`src/rtl/dma_axi_w_burst.sv`:
```
// rtl/dma_axi_w_burst.sv - AXI4 write-channel DMA master
// Splits a beat stream into INCR bursts limited by MAX_BURST_LEN and 4 KB pages.
module dma_axi_w_burst #(
  parameter int DMA_DATA_W    = 32,
  parameter int ADDR_W        = 32,
  parameter int XFER_W        = 16,
  parameter int MAX_BURST_LEN = 16
) (
  input  logic                    clk,
  input  logic                    rst,
  input  logic                    start_i,
  input  logic [ADDR_W-1:0]       start_addr_i,
  input  logic [XFER_W-1:0]       xfer_beats_i,
  output logic                    busy_o,
  output logic                    done_o,
  output logic                    error_o,
  input  logic                    s_valid_i,
  input  logic [DMA_DATA_W-1:0]   s_data_i,
  input  logic [DMA_DATA_W/8-1:0] s_strb_i,
  output logic                    s_ready_o,
  output logic [3:0]              m_axi_awid_o,
  output logic [ADDR_W-1:0]       m_axi_awaddr_o,
  output logic [7:0]              m_axi_awlen_o,
  output logic [2:0]              m_axi_awsize_o,
  output logic [1:0]              m_axi_awburst_o,
  output logic                    m_axi_awlock_o,
  output logic [3:0]              m_axi_awcache_o,
  output logic [2:0]              m_axi_awprot_o,
  output logic [3:0]              m_axi_awqos_o,
  output logic                    m_axi_awvalid_o,
  input  logic                    m_axi_awready_i,
  output logic [DMA_DATA_W-1:0]   m_axi_wdata_o,
  output logic [DMA_DATA_W/8-1:0] m_axi_wstrb_o,
  output logic                    m_axi_wlast_o,
  output logic                    m_axi_wvalid_o,
  input  logic                    m_axi_wready_i,
  input  logic [1:0]              m_axi_bresp_i,
  input  logic                    m_axi_bvalid_i,
  output logic                    m_axi_bready_o
);

  localparam int BYTES = DMA_DATA_W / 8;
  localparam int SIZE  = $clog2(BYTES);
  localparam int CW    = (XFER_W > 13) ? XFER_W : 13;

  typedef enum logic [2:0] {S_IDLE, S_CALC, S_ADDR, S_DATA, S_RESP} state_t;

  state_t              state_q, state_d;
  logic [ADDR_W-1:0]   addr_q, addr_d;
  logic [XFER_W-1:0]   rem_q, rem_d;
  logic [ADDR_W-1:0]   awaddr_q, awaddr_d;
  logic [7:0]          awlen_q, awlen_d;
  logic [8:0]          blen_q, blen_d;
  logic [7:0]          beat_cnt_q, beat_cnt_d;
  logic                error_q, error_d;
  logic                done_q, done_d;

  logic [12:0]         page_beats;
  logic [CW-1:0]       cand;
  logic [8:0]          blen_calc;
  logic                w_hs;

  // Burst length is the smallest of what is left, the burst cap and the room to the 4 KB edge.
  always_comb begin
    page_beats = 13'((13'd4096 - {1'b0, addr_q[11:0]}) >> SIZE);
    cand       = CW'(rem_q);
    if (cand > CW'(MAX_BURST_LEN)) cand = CW'(MAX_BURST_LEN);
    if (cand > CW'(page_beats))    cand = CW'(page_beats);
    blen_calc  = cand[8:0];
  end

  assign w_hs = (state_q == S_DATA) && s_valid_i && m_axi_wready_i;

  always_comb begin
    state_d    = state_q;
    addr_d     = addr_q;
    rem_d      = rem_q;
    awaddr_d   = awaddr_q;
    awlen_d    = awlen_q;
    blen_d     = blen_q;
    beat_cnt_d = beat_cnt_q;
    error_d    = error_q;
    done_d     = 1'b0;
    case (state_q)
      S_IDLE: begin
        if (start_i) begin
          error_d = 1'b0;
          if (xfer_beats_i != '0) begin
            addr_d  = start_addr_i;
            rem_d   = xfer_beats_i;
            state_d = S_CALC;
          end else begin
            done_d = 1'b1;
          end
        end
      end
      S_CALC: begin
        awaddr_d = addr_q;
        awlen_d  = 8'(blen_calc - 9'd1);
        blen_d   = blen_calc;
        state_d  = S_ADDR;
      end
      S_ADDR: begin
        if (m_axi_awready_i) begin
          beat_cnt_d = awlen_q;
          state_d    = S_DATA;
        end
      end
      S_DATA: begin
        if (w_hs) begin
          if (beat_cnt_q == 8'd0) begin
            addr_d  = addr_q + (ADDR_W'(blen_q) << SIZE);
            rem_d   = rem_q - XFER_W'(blen_q);
            state_d = S_RESP;
          end else begin
            beat_cnt_d = beat_cnt_q - 8'd1;
          end
        end
      end
      S_RESP: begin
        if (m_axi_bvalid_i) begin
          error_d = error_q | (m_axi_bresp_i != 2'b00);
          if (rem_q == '0) begin
            done_d  = 1'b1;
            state_d = S_IDLE;
          end else begin
            state_d = S_CALC;
          end
        end
      end
      default: state_d = S_IDLE;
    endcase
  end

  always_ff @(posedge clk or posedge rst) begin
    if (rst) begin
      state_q    <= S_IDLE;
      addr_q     <= '0;
      rem_q      <= '0;
      awaddr_q   <= '0;
      awlen_q    <= '0;
      blen_q     <= '0;
      beat_cnt_q <= '0;
      error_q    <= 1'b0;
      done_q     <= 1'b0;
    end else begin
      state_q    <= state_d;
      addr_q     <= addr_d;
      rem_q      <= rem_d;
      awaddr_q   <= awaddr_d;
      awlen_q    <= awlen_d;
      blen_q     <= blen_d;
      beat_cnt_q <= beat_cnt_d;
      error_q    <= error_d;
      done_q     <= done_d;
    end
  end

  assign busy_o  = (state_q != S_IDLE);
  assign done_o  = done_q;
  assign error_o = error_q;

  assign m_axi_awid_o    = 4'd0;
  assign m_axi_awaddr_o  = awaddr_q;
  assign m_axi_awlen_o   = awlen_q;
  assign m_axi_awsize_o  = 3'(SIZE);
  assign m_axi_awburst_o = 2'b01;
  assign m_axi_awlock_o  = 1'b0;
  assign m_axi_awcache_o = 4'b0010;
  assign m_axi_awprot_o  = 3'b010;
  assign m_axi_awqos_o   = 4'd0;
  assign m_axi_awvalid_o = (state_q == S_ADDR);

  assign m_axi_wdata_o  = s_data_i;
  assign m_axi_wstrb_o  = s_strb_i;
  assign m_axi_wvalid_o = (state_q == S_DATA) && s_valid_i;
  assign m_axi_wlast_o  = (state_q == S_DATA) && (beat_cnt_q == 8'd0);
  assign s_ready_o      = (state_q == S_DATA) && m_axi_wready_i;

  assign m_axi_bready_o = (state_q == S_RESP);

endmodule

```
`config.mk`:
```
export PLATFORM = sky130hd
export DESIGN_NAME = dma_axi_w_burst
export DESIGN_NICKNAME = d
export VERILOG_FILES = /design/src/rtl/dma_axi_w_burst.sv
export SDC_FILE = /design/constraint.sdc
export NUM_CORES = 1
export LEC_CHECK = 0
export CAP_MARGIN = 10
export CORE_AREA = 8 8 132 134
export DETAILED_ROUTE_END_ITERATION = 10
export DIE_AREA = 0 0 140 142
export HOLD_SLACK_MARGIN = 0.06
export PLACE_DENSITY = 0.81
export SLEW_MARGIN = 40
export SYNTH_ARGS = -nofsm -noshare
export SYNTH_HDL_FRONTEND = slang
export SYNTH_SLANG_ARGS = --single-unit
```
`constraint.sdc`:
```
create_clock -name clk -period 5.4 [get_ports clk]
set_input_delay 1.08 -clock clk [delete_from_list [all_inputs] [get_ports clk]]
set_output_delay 1.08 -clock clk [all_outputs]
set_load 0.05 [all_outputs]
```
# Yosys cells after proc, flatten, opt, wreduce, memory -nomap -nowiden
# Index checks and enable logic that the tools add are counted.
# word_totals
reg_bits	110
input_bits	93
wordCells	77
# op_classes
add_sub_neg	5
order_cmp	2
n_eq_ne	11
n_mux	32
bitwise_logic	1
n_reduce_logical	17
# ops
op	count
$mux 32	4
$mux 16	5
$pmux 32 s2	1
$add 32x11->32	1
$pmux 16 s2	1
$mux 8	3
$mux 3	6
$gt 16x11->1	1
$gt 16x5->1 const B	1
$logic_not 16->1	1
$pmux 8 s2	1
$reduce_bool 16->1	1
$sub 16x9->16	1
$sub 8x1->8 const B	2
$pmux 3 s5	1
$sub 13x12->13 const A	1
$ne 2x2->1 const B	6
$mux 9	1
$logic_not 8->1	1
$reduce_bool 2->1	4
$mux 1	7
$eq 3x2->1 const B	2
$reduce_and 6->1	1
$reduce_and 5->1	1
other kinds (10)	14

# Depth between registers and ports, before layout
# Gate-level depths: netlist of the first run.
# logic_depth
depth_word	5
depth_mapped	18
ltp_nobuf	17

# Worst setup path after synthesis of the first run
# No wires, ideal clock.
# synth_path
path_kind	register -> register
startpoint	register rem_q[11]
endpoint	register awlen_q[4], in the netlist m_axi_awlen_o[4]
setup_ns	0.135
arrival_ns	4.303
t_required_ns	5.265
path_slack_ns	0.962
stages_incl_launch_ff	18
n_path_buf	1
period_less_slack_ns	4.438
cell_sequence	dfrtp_1 -> or4_1 -> or4_1 -> a21oi_1 -> nand2_1 -> inv_1 -> ha_1 -> nor2b_1 -> o211ai_1 -> a21oi_1 -> o21ai_1 -> mux2_2 -> ha_1 -> clkbuf_1 -> nand3_1 -> nand2_1 -> a2111oi_0 -> o31ai_1
# synth_via
elab_chain_cells	5
# synth_rtl
item	line	source
start, declared	50	logic [XFER_W-1:0] rem_q, rem_d;
start signal, assigned	149	rem_q <= rem_d;
$gt 16x5->1	67	if (cand > CW'(MAX_BURST_LEN)) cand = CW'(MAX_BURST_LEN);
$mux 16 *	67	
$gt 16x11->1	68	if (cand > CW'(page_beats)) cand = CW'(page_beats);
$mux 9 *	68	
$sub 8x1->8 *	99	awlen_d = 8'(blen_calc - 9'd1);
end signal, assigned	151	awlen_q <= awlen_d;
end, declared	52	logic [7:0] awlen_q, awlen_d;
# Mark *: on every way between the ends. The rest lies on a longest branch, timed or not.
# A chain may end at the register's enable or synchronous reset.

# Worst setup path in the final report of the first run
# Ends and elaborated chain as after synthesis.

==> impl_metrics.csv, run 1 <==
group,metric,value,unit
power_and_ir_drop,vdd_drop_max,221,uV
power_and_ir_drop,leakage,3.82,nW
grt,grt_max_degree,85,
floorplanning,die_area,0.0199,mm2
place,dp_hpwl,14800,um
clock_network,clock-sinks,110,
clock_network,post_cts_resized,0,
clock_network,insertion_delay,0.35,ns
floorplanning,core,0.0154,mm2
setup_path,cp.required,5.61,ns
synth,ys_warn_count,0,
detailed_routing,first_pass_iters,7,
cells_and_area,finalNetCount,1071,
cells_and_area,antenna_cells,0,
timing,setup_ws,0.635,ns
synth,yosysMostFrequentCell,"nand2_1",
cells_and_area,drive_gt1_share,5.26,%
clock_network,cts_tree,"built",
timing,rsz0062_at_grt,"no",
detailed_routing,ant_nets,0,
setup_path,startpoint_type,"register",
synth,ys_ff_latch,110,
power_and_ir_drop,finalPower,4.97,mW
floorplanning,die_w,140,um
grt,antenna_found_initial,0,
timing,period_minus_slack,4.77,ns
synth,yosysTopAreaCellShare,36.9,%
timing,slew_headroom,45.4,%
grt,grt_use_total,20.4,%
timing,finClkSkew,0.0110,ns
detailed_routing,vias,6878,
timing,fmax,210,MHz
setup_path,cp.arrival,4.97,ns
hold_path,hp-class,"register to register",
clock_network,max-clock-path-buffers,2,
detailed_routing,vias_per_cell,6.02,
clock_network,cts_hold_buf,0,
synth,synth_area_leaders,"dfrtp_1 (37%), nand2_1 (7.8%), buf_4 (5.7%), ha_1 (5.2%), o21ai_0 (3.3%)",
clock_network,cts_buffers,9,
timing,finalHoldViolations,0,
synth,async_flop_share,100,%
synth,syn-cell-area,0.00746,mm2
timing,post-route-period-util,88.2,%
synth,yosysTopAreaCell,"dfrtp_1",
clock_network,clk_pin_slew,0.07,ns
place,io_buffers,104,
cells_and_area,fillers,1413,
run_status,outcome,"completed",
clock_network,post_cts_buffers,0,
synth,syn_avg_cell_area,8.23,um2
cells_and_area,register_area,0.00275,mm2
timing,setup_viol,0,
timing,worstMarginPinSlew,0.816,ns
synth,yosys-top-cells-count,"nand2_1 (155), dfrtp_1 (110), nor2_1 (58)",
cells_and_area,area_growth,15.5,%
synth,synth-edff-count,0,
setup_path,critPathKind,"register to register",
floorplanning,io_pins,198,
detailed_routing,wl_per_cell,18.0,um
power_and_ir_drop,power_density,577,mW/mm2
detailed_routing,routed_wirelength,20500,um
floorplanning,std_cell_rows,46,
setup_path,crit_path_max_fanout,10,
detailed_routing,drtIter0Drc,609,
synth,dominantRegCellSynth,"dfrtp_1",
synth,synth_cell_types,64,
clock_network,htree_levels,3,
timing,tns,0,ns
grt,grt_pass1_wl,33300,um
timing,report.final.slew_viol_count,0,
floorplanning,die_height,142,um
cells_and_area,multi_input_area,0.00408,mm2
grt,grt_pass1_vias,6548,
job,maxCapViolations,0,
floorplanning,initial_utilization,48.4,%
detailed_routing,drc,0,
synth,yosysSeqAreaShare,36.9,%
setup_path,end_kind,"register",
place,gp_congestion,0.917,
synth,syn_inst,907,
place,dp_slack,0.752,ns
clock_network,cts_root_buf,"clkbuf_16",
grt,overflow,0,
[final timing paths]
check,startpoint,end,slack (ns),cells after the start
min in group asynchronous,rst,state_q[0],1.21,2
hold / removal,m_axi_awaddr_o[11],m_axi_awaddr_o[11],0.48,2
max in group asynchronous,rst,addr_q[19],3.42,3
hold reg to reg,m_axi_awaddr_o[11],m_axi_awaddr_o[11],0.48,2
setup / recovery,rem_q[11],m_axi_awlen_o[4],0.63,16
setup reg to reg,rem_q[11],m_axi_awlen_o[4],0.63,16
[flip-flops by register name, indices dropped and copies added, names as in the netlist]
register        cells
addr_q             32
m_axi_awaddr_o     32
rem_q              16
blen_q              9
beat_cnt_q          8
m_axi_awlen_o       8
state_q             3
done_o              1
error_o             1
[stage by stage]
stage / area [um2] / hold WS, ns / cells / util [%]
3_3_place_gp: 8290 / 0.461 / 1126 / 53.7
2_1_floorplan: 7560 / 0.455 / 932 / -
4_1_cts: 8620 / 0.485 / 1142 / 55.9
6_report: 8620 / 0.479 / 1142 / 55.9
3_5_place_dp: 8300 / 0.466 / 1126 / 53.8
5_1_grt: 8620 / 0.511 / 1142 / 55.9
[power by group]
group / internal (mW) / switching, mW
sequential: 1.11 / 0.356
combinational: 1.07 / 1.72
clock: 0.408 / 0.307
total: 2.58 / 2.39
[critical path, cell delays in order, from the launching register on]
cell       delay [ns]
dfrtp_1          0.43
or4_1            0.56
or4_1            0.62
a21oi_1          0.27
nand2_1          0.11
inv_1            0.07
ha_1             0.22
nor2b_1          0.13
o211ai_1         0.15
a21oi_1          0.08
o21ai_1          0.48
mux2_2           0.41
ha_1             0.32
nand3_1          0.13
nand2_1          0.06
a2111oi_0        0.43
o31ai_1          0.12
[cell type report]
cell class / instances / share of cell area, %
clock buffers: 11 / 2.70
flip-flops and latches: 110 / 31.9
well taps: 192 / 2.79
clock inverters: 5 / 0.944
repair buffers: 115 / 13.0
multi-input cells: 683 / 47.4
inverters: 26 / 1.22
[layer usage]
metal	share of wire (%)	global-route usage (%)
met5	0	0
met4	2.5	7.31
met2	47	33.0
met3	6.3	3.99
met1	44	26.6
[cells by family after synthesis]
| kind of cell | Yosys count | synth area share, % |
|---|---|---|
| AND/OR/NAND/NOR | 363 | 23.3 |
| AO/OA/AOI/OAI | 232 | 20.4 |
| buffers and inverters | 139 | 9.99 |
| flip-flops | 110 | 36.9 |
| adder cells (fa/ha/maj) | 33 | 5.73 |
| XOR/XNOR | 15 | 1.76 |
| multiplexers | 13 | 1.83 |
| other | 2 | 0.101 |
[cells in the final DEF, fill, tap and decap left out, types with 7 or more instances in the layout]
| cell type | n |
|---|---|
| nand2_1 | 154 |
| dfrtp_1 | 110 |
| clkdlybuf4s50_1 | 104 |
| nor2_1 | 58 |
| o21ai_0 | 49 |
| a21oi_1 | 45 |
| ha_1 | 31 |
| nand3_1 | 28 |
| conb_1 | 27 |
| nor3_1 | 26 |
| inv_1 | 25 |
| a31oi_1 | 18 |
| o21a_1 | 17 |
| a211oi_1 | 14 |
| and3_1 | 13 |
| o31ai_1 | 13 |
| nand4_1 | 11 |
| buf_4 | 11 |
| o211ai_1 | 9 |
| nor4_1 | 9 |
| and2_1 | 9 |
| o22ai_1 | 9 |
| clkbuf_16 | 9 |
| xor2_1 | 8 |
| nor2b_1 | 8 |
| mux2i_1 | 8 |
| o22a_1 | 7 |
| nand3b_1 | 7 |
| xnor2_1 | 7 |
| a311oi_1 | 7 |
Note: power is estimated with default switching activity, not from simulation.
==> run 2: changes to the inputs <==
--- a/config.mk
+++ b/config.mk
@@ -11,5 +11,5 @@
 export DIE_AREA = 0 0 140 142
 export HOLD_SLACK_MARGIN = 0.06
-export PLACE_DENSITY = 0.81
+export PLACE_DENSITY_LB_ADDON = 0.1
 export SLEW_MARGIN = 40
 export SYNTH_ARGS = -nofsm -noshare
==> constraint.sdc (replaced) <==
create_clock -name clk -period 5.4 [get_ports clk]
set_input_delay 1.08 -clock clk [delete_from_list [all_inputs] [get_ports clk]]
set_output_delay 1.08 -clock clk [all_outputs]
set_load 0.1 [all_outputs]
==> impl_metrics.csv, run 2 (synthesis results as in run 1) <==
group,metric,value,unit
run_status,outcome,"completed",
cells_and_area,multi_input_area,0.00408,mm2
clock_network,post_cts_buffers,0,
clock_network,cts_tree,"built",
timing,setup_viol,0,
setup_path,end_kind,"register",
timing,slew_headroom,49.7,%
hold_path,holdPathEnd,"m_axi_awaddr_o[20]",
place,placed_cells,1127,
setup_path,path_cells,"or4_1 -> or4_1 -> a21oi_1 -> nand2_1 -> inv_1 -> ha_1 -> nor2b_1 -> o211ai_1 -> a21oi_1 -> o21ai_1 -> buf_4 -> mux2_2 -> ha_1 -> nand3_1 -> nand2_1 -> a2111oi_0 -> o31ai_1",
detailed_routing,vias,6747,
grt,antenna_found_initial,0,
setup_path,crit_path_max_fanout,11,
power_and_ir_drop,combinationalPowerShare,59.3,%
clock_network,clk_pin_slew,0.07,ns
floorplanning,die_height,142,um
timing,finalHoldViolations,0,
setup_path,r2r_setup_slack,0.68,ns
place,dp_hpwl,15800,um
timing,finClkSkew,0.00900,ns
floorplanning,core,0.0154,mm2
grt,grt_max_degree,69,
cells_and_area,antenna_cells,0,
setup_path,rr_worst_depth,17,
setup_path,slowest_delay,0.62,ns
place,gp_congestion,0.864,
cells_and_area,drive_gt1_share,10.4,%
timing,setup_ws,0.676,ns
timing,rsz0062_at_grt,"no",
grt,grt_pass1_wl,34800,um
clock_network,max-clock-path-buffers,2,
power_and_ir_drop,switching_share,53.8,%
power_and_ir_drop,seq_power_share,27.6,%
power_and_ir_drop,power_switching,2.86,mW
clock_network,cts_buffers,9,
floorplanning,std_cell_rows,46,
clock_network,post_cts_resized,0,
clock_network,insertion_delay,0.36,ns
floorplanning,die_w,140,um
timing,post-route-period-util,87.5,%
hold_path,hp-class,"register to register",
cells_and_area,finalNonFillerCells,1142,
clock_network,htree_levels,3,
setup_path,startpoint_type,"register",
setup_path,crit_family,"simple AND/OR/NAND/NOR gates",
place,dp_slack,0.750,ns
job,maxCapViolations,0,
cells_and_area,area_growth,12.1,%
detailed_routing,wl_per_cell,19.0,um
cells_and_area,fillers,1458,
detailed_routing,drc,0,
grt,overflow,0,
detailed_routing,drtIter0Drc,459,
power_and_ir_drop,leakage,3.88,nW
setup_path,slowest_stage,"or4_1",
clock_network,cts_hold_buf,0,
hold_path,min_from,"m_axi_awaddr_o[20]",
clock_network,cts_root_buf,"clkbuf_16",
setup_path,crit_buf_inv,2,
power_and_ir_drop,pwr-share-clk,13.1,%
place,io_buffers,104,
floorplanning,io_pins,198,
timing,period_minus_slack,4.72,ns
floorplanning,initial_utilization,48.4,%
detailed_routing,routed_wirelength,21700,um
cells_and_area,layout_common_cells,"nand2_1 (154), dfrtp_1 (110), nor2_1 (58), clkdlybuf4s50_1 (56), o21ai_0 (49)",
setup_path,critPathKind,"register to register",
setup_path,reg2reg_to,"m_axi_awlen_o[4]",
power_and_ir_drop,power_density,635,mW/mm2
grt,grt_pass1_vias,6632,
floorplanning,die_area,0.0199,mm2
setup_path,cp.required,5.61,ns
clock_network,clock-sinks,110,
timing,tns,0,ns
grt,grt_use_total,21.7,%
power_and_ir_drop,p_int,2.46,mW
cells_and_area,finalNetCount,1072,
timing,fmax,212,MHz
timing,report.final.slew_viol_count,0,
timing,worstMarginPinSlew,0.754,ns
detailed_routing,vias_per_cell,5.91,
detailed_routing,ant_nets,0,
setup_path,cp.arrival,4.94,ns
cells_and_area,layout_commonest_cell,"nand2_1",
setup_path,crit-reg2reg-launch,"rem_q[11]",
power_and_ir_drop,vdd_drop_max,309,uV
cells_and_area,register_area,0.00275,mm2
hold_path,hold_depth,2,
detailed_routing,first_pass_iters,5,
run 2: changes by cell type in the layout (fill, tap and decap cells not counted), sizes merged:
| cell | change |
|---|---|
| clkinv | +1 |
| clkdlybuf4s50 | -48 |
| inv | -1 |
| clkbuf | +1 |
| bufinv | -1 |
| clkinvlp | -1 |
| buf | +49 |
run 2: worst max-delay path by stage:
stage                    from                to  slack, ns  depth (start not counted)
floorplan           rem_q[11]  m_axi_awlen_o[4]       0.96                         17
global placement    rem_q[11]  m_axi_awlen_o[4]       0.92                         17
detailed placement  rem_q[11]  m_axi_awlen_o[4]       0.75                         17
CTS                 rem_q[11]  m_axi_awlen_o[4]       0.73                         17
global route        rem_q[11]  m_axi_awlen_o[4]       0.40                         16
finish              rem_q[11]  m_axi_awlen_o[4]       0.68                         17
run 2: power by group through the flow:
stage          Clock [mW]  Sequential, mW  Combinational, mW
2_1_floorplan           0            2.04               1.96
3_3_place_gp            0            1.47               3.18
3_5_place_dp            0            1.48               3.13
4_1_cts             0.711            1.46               3.14
5_1_grt             0.741            1.51               3.43
6_report            0.696            1.47               3.15
run 2: layout make-up:
| class | instances | share of cell area (%) |
|---|---|---|
| flip-flops and latches | 110 | 32.9 |
| inverters | 26 | 1.20 |
| well taps | 192 | 2.87 |
| repair buffers | 116 | 10.7 |
| clock buffers | 12 | 3.07 |
| clock inverters | 3 | 0.523 |
| multi-input cells | 683 | 48.7 |
run 2: metrics by stage:
step	hold WS [ns]	cell area [um2]	power, mW	util (%)
detailed placement	0.457	8070	4.61	52.3
global route	0.490	8370	5.68	54.2
global placement	0.460	8300	4.64	53.8
CTS	0.476	8370	5.32	54.2
finish	0.470	8370	5.31	54.2
floorplan	0.455	7560	4.00	-
run 2: worst reg2reg max path, stage by stage, from the launching register on:
cell and delay, ns:
dfrtp_1 0.43, or4_1 0.58, or4_1 0.62, a21oi_1 0.26, nand2_1 0.11, inv_1 0.07
ha_1 0.24, nor2b_1 0.14, o211ai_1 0.15, a21oi_1 0.09, o21ai_1 0.19, buf_4 0.23
mux2_2 0.37, ha_1 0.32, nand3_1 0.14, nand2_1 0.05, a2111oi_0 0.46, o31ai_1 0.12
run 2: metal layers:
metal  part of all wire, %  track usage [%]  vias to the layer above
met3                   5.2             4.33                       30
li1                      -                -                     3237
met4                   1.8             7.49                        0
met5                     0                0                        -
met2                    46             35.0                      190
met1                    47             28.4                     3290
